<file path="src/rtl/pixel_color_out.sv">
// Output colour stage: maps a qualified 1-bit pixel stream onto a
// programmable foreground/background colour pair, with normal, invert,
// blink and blank display modes. One registered output stage.
module pixel_color_out #(
    parameter int unsigned          COLOR_W      = 8,
    parameter logic [COLOR_W-1:0]   FG_RESET     = COLOR_W'('hFF),
    parameter logic [COLOR_W-1:0]   BG_RESET     = COLOR_W'('h00),
    parameter int unsigned          BLINK_PERIOD = 50,
    parameter int unsigned          BLINK_W      = 6
) (
    input  logic               clk_u,
    input  logic               rst_n_u,
    input  logic               pixel_in,
    input  logic               pixel_valid,
    input  logic [1:0]         mode,
    input  logic               cfg_load,
    input  logic [COLOR_W-1:0] fg_color_in,
    input  logic [COLOR_W-1:0] bg_color_in,
    output logic [COLOR_W-1:0] color_out,
    output logic               color_valid,
    output logic               blink_phase
);

    typedef enum logic [1:0] {
        MODE_NORMAL = 2'b00,
        MODE_INVERT = 2'b01,
        MODE_BLINK  = 2'b10,
        MODE_BLANK  = 2'b11
    } mode_e;

    localparam logic [BLINK_W-1:0] BLINK_LAST = BLINK_W'(BLINK_PERIOD - 1);

    logic [COLOR_W-1:0] fg_q, fg_d;
    logic [COLOR_W-1:0] bg_q, bg_d;
    logic [BLINK_W-1:0] blink_cnt_q, blink_cnt_d;
    logic               blink_phase_q, blink_phase_d;
    logic [COLOR_W-1:0] color_out_q, color_out_d;
    logic               color_valid_q, color_valid_d;
    logic [COLOR_W-1:0] color_sel;
    mode_e              mode_cur;

    assign mode_cur = mode_e'(mode);

    // Colour registers: a load strobe takes effect from the next cycle, so a
    // pixel presented alongside the strobe still sees the old pair.
    always_comb begin
        fg_d = fg_q;
        bg_d = bg_q;
        if (cfg_load) begin
            fg_d = fg_color_in;
            bg_d = bg_color_in;
        end
    end

    // Free-running blink timer: phase flips once per BLINK_PERIOD cycles.
    always_comb begin
        blink_cnt_d   = blink_cnt_q + BLINK_W'(1);
        blink_phase_d = blink_phase_q;
        if (blink_cnt_q == BLINK_LAST) begin
            blink_cnt_d   = '0;
            blink_phase_d = ~blink_phase_q;
        end
    end

    // Colour select from the current mode and the registered blink phase.
    always_comb begin
        color_sel = bg_q;
        unique case (mode_cur)
            MODE_NORMAL: color_sel = pixel_in ? fg_q : bg_q;
            MODE_INVERT: color_sel = pixel_in ? bg_q : fg_q;
            MODE_BLINK:  color_sel = (!blink_phase_q && pixel_in) ? fg_q : bg_q;
            MODE_BLANK:  color_sel = bg_q;
            default:     color_sel = bg_q;
        endcase
    end

    // Output stage: capture on valid pixels, hold the last colour otherwise.
    always_comb begin
        color_valid_d = pixel_valid;
        color_out_d   = pixel_valid ? color_sel : color_out_q;
    end

    // State registers with asynchronous active-low reset.
    always_ff @(posedge clk_u or negedge rst_n_u) begin
        if (!rst_n_u) begin
            fg_q          <= FG_RESET;
            bg_q          <= BG_RESET;
            blink_cnt_q   <= '0;
            blink_phase_q <= 1'b0;
            color_out_q   <= '0;
            color_valid_q <= 1'b0;
        end else begin
            fg_q          <= fg_d;
            bg_q          <= bg_d;
            blink_cnt_q   <= blink_cnt_d;
            blink_phase_q <= blink_phase_d;
            color_out_q   <= color_out_d;
            color_valid_q <= color_valid_d;
        end
    end

    assign color_out   = color_out_q;
    assign color_valid = color_valid_q;
    assign blink_phase = blink_phase_q;

endmodule
</file>
<file path="config.mk">
export PLATFORM = sky130hd
export DESIGN_NAME = pixel_color_out
export DESIGN_NICKNAME = d
export VERILOG_FILES = /design/src/rtl/pixel_color_out.sv
export SDC_FILE = /design/constraint.sdc
export NUM_CORES = 1
export LEC_CHECK = 0
export CORE_MARGIN = 3
export CORE_UTILIZATION = 56
export CTS_BUF_LIST = sky130_fd_sc_hd__clkbuf_8
export DETAILED_ROUTE_END_ITERATION = 16
export GPL_TIMING_DRIVEN = 0
export PLACE_DENSITY = 0.85
export SYNTH_ARGS = -nofsm -noshare
export SYNTH_HDL_FRONTEND = slang
export SYNTH_SLANG_ARGS = --single-unit
</file>
<file path="constraint.sdc">
create_clock -name clk_u -period 3.33 [get_ports clk_u]
set_input_delay 0.333 -clock clk_u [delete_from_list [all_inputs] [get_ports clk_u]]
set_output_delay 0.333 -clock clk_u [all_outputs]
set_load 0.1 [all_outputs]
</file>
==> impl_metrics.tcl <==
set metrics [dict create \
    status "completed" \
    synth_area_leaders "dfrtp_1 (39%), dfstp_2 (14%), mux2_2 (12%)" \
    core_um2 2540 \
    cts-htree-levels 2 \
    top_level_ports 33 \
    synth_cells 137 \
    synthArstFlopShare 1.00 \
    remaining_drc_errors 0 \
    ys_seq_area_frac 0.525 \
    grt_pass1_vias 1275 \
    grt_overflow 0 \
    postPlaceCellArea_um2 1890 \
    dp_slack_ns 1.38 \
    ys_seq_elements 32 \
    insertion_delay_ns 0.28 \
    final_nets 200 \
    finalCriticalPeriod_ns 2.18 \
    grt_pass1_wl_um 5830 \
    synth_edf_count 0 \
    antenna_left 0 \
    drtIter0Drc 48 \
    finalHoldViolations 0 \
    antenna_found_initial 0 \
    die_x_um 58.5 \
    slew_violations 0 \
    max_freq_mhz 458 \
    max_slew_margin 0.349 \
    critPathKind "flip-flop to primary output" \
    cts-resized-gates 0 \
    grt_max_degree 33 \
    fin_setup_tns_ns 0 \
    critPathCaptureType "primary output" \
    die-area_um2 3420 \
    yosysWarnings 0 \
    slowest_delay_ns 1.16 \
    hold_path.class "input pin to async pin" \
    cp-start-kind "flip-flop" \
    setup_viol 0 \
    gp_congestion 0.844 \
    p_total_mw 1.08 \
    cp_max_fo 4 \
    clock_sinks 32 \
    drtPass1Iterations 5 \
    grt_usage 0.229 \
    fin_area_um2 2000 \
    fin_ws_ns 1.15 \
    synth_nets 162 \
    final_core_util 0.785 \
    wl_per_cell_um 17.3 \
    cts_setup_buffers 0 \
    p_per_area_nw_per_um2 542 \
    port_buffers 31 \
    synth.cell_area_um2 1540 \
    fp-row-count 18 \
    num_antenna_cells 0 \
    crit_buf_inv 1 \
    hold_buffers 0 \
    rsz0062_at_grt "no" \
    clockRootBuffer "clkbuf_8" \
    drive_above_1_share 0.233 \
    cp.arrival_ns 1.85 \
    cp_cell_sequence "clkdlybuf4s50_1" \
    dp_hpwl_um 2590 \
    viasPerCell 6.13 \
    dp.cells 198 \
    cp_data_required_time_ns 3.00 \
    tritoncts "built" \
    die_h_um 58.5 \
    crit_path_top_delay_cell "clkdlybuf4s50_1" \
    final.setup_skew_ns 0.00346 \
    routed_wl_um 3560 \
    yosysUniqueCellTypes 30 \
    synth_top_area_frac 0.389 \
    start_util 0.607 \
    worst_pin_slew_ns 0.973 \
    fin_crit_sh 0.656 \
    stdcell_count 206 \
    ys_dominant_reg_cell "dfrtp_1" \
    syn2layout_area_growth_pct 29.4 \
    yosysTopAreaCell "dfrtp_1" \
    maxCapViolations 0 \
    syn_area_per_cell_um2 11.3 \
    cts.path.max_buffers 2 \
    cts_made_buffers 5 \
    leakage_nw 0.786 \
    vdd.ir_drop.worst_v 0.000474 \
    clkTransAtPathRegs_ns 0.07 \
    finalHoldWorstSlack_ns 0.0841 \
    vias 1263 \
    crit_family "buffers and inverters" \
]
## synth_stat cells (all sizes together) (4+ instances only)
cell type,n
a32o,7
nand2,6
nor2,15
buf,4
a21oi,8
dfrtp,24
mux2,16
nor2b,4
a32oi,7
dfstp,8
clkbuf,4
or2,7
a31oi,8
## state kept, by name, summed over array words and instances (netlist names)
| register | flops |
|---|---|
| bg_q | 8 |
| blink_cnt_q | 6 |
| blink_phase | 1 |
| color_out | 8 |
| color_valid | 1 |
| fg_q | 8 |
## placed cells by master (no fill, tap or decap), drive strengths merged, types with 4 or more instances in the layout
| master | synthesis | layout |
|---|---|---|
| or2 | 7 | 7 |
| clkdlybuf4s50 | 0 | 30 |
| nand2 | 6 | 6 |
| clkbuf | 4 | 9 |
| dfrtp | 24 | 24 |
| mux2 | 16 | 16 |
| nor2b | 4 | 4 |
| nor2 | 15 | 15 |
| dfstp | 8 | 8 |
| a31oi | 8 | 8 |
| a21oi | 8 | 8 |
| a32oi | 7 | 7 |
| a32o | 7 | 7 |
| buf | 4 | 5 |
## power breakdown
group / internal, mW / leakage [nW] / switching, mW
Clock: 0.221 / 0.0541 / 0.147
Combinational: 0.0894 / 0.366 / 0.167
Sequential: 0.431 / 0.365 / 0.0276
## layout make-up
type	count	area, um2
sequential	32	811
multi-input combinational	95	688
fill	189	547
timing repair buffer	31	305
clock buffer	5	68.8
clock inverter	3	42.5
buffer	8	37.5
tap	30	37.5
inverter	2	7.51
## per-layer routing
metal  track usage  vias to the layer above  wire length [um]
li1              -                      579                 -
met4        0.0960                        0                72
met3        0.0482                       11               269
met5             0                        -                 0
met2         0.370                       64              1680
met1         0.298                      609              1530
## cell families after synthesis
| logic type | Yosys count | share of synthesized area |
|---|---|---|
| muxes | 17 | 0.123 |
| adders and majority gates | 2 | 0.0162 |
| DFF | 32 | 0.525 |
| AOI/OAI and AO/OA | 33 | 0.156 |
| buffers and inverters | 10 | 0.0292 |
| xor gates and xnor gates | 4 | 0.0227 |
| and+or+nand+nor | 39 | 0.127 |
## worst paths after layout
check / cells after the start / to / from / slack [ns]
max: 1 / blink_phase / blink_phase / 1.15
min: 1 / color_valid / rst_n_u / 0.08
max reg2reg: 4 / color_out[1] / blink_phase / 1.93
min reg2reg: 1 / blink_phase / blink_phase / 0.53
max in group asynchronous: 1 / bg_q[3] / rst_n_u / 2.80
min in group clk_u: 2 / bg_q[0] / cfg_load / 0.44
No activity file was read; power rests on OpenSTA's default activity.
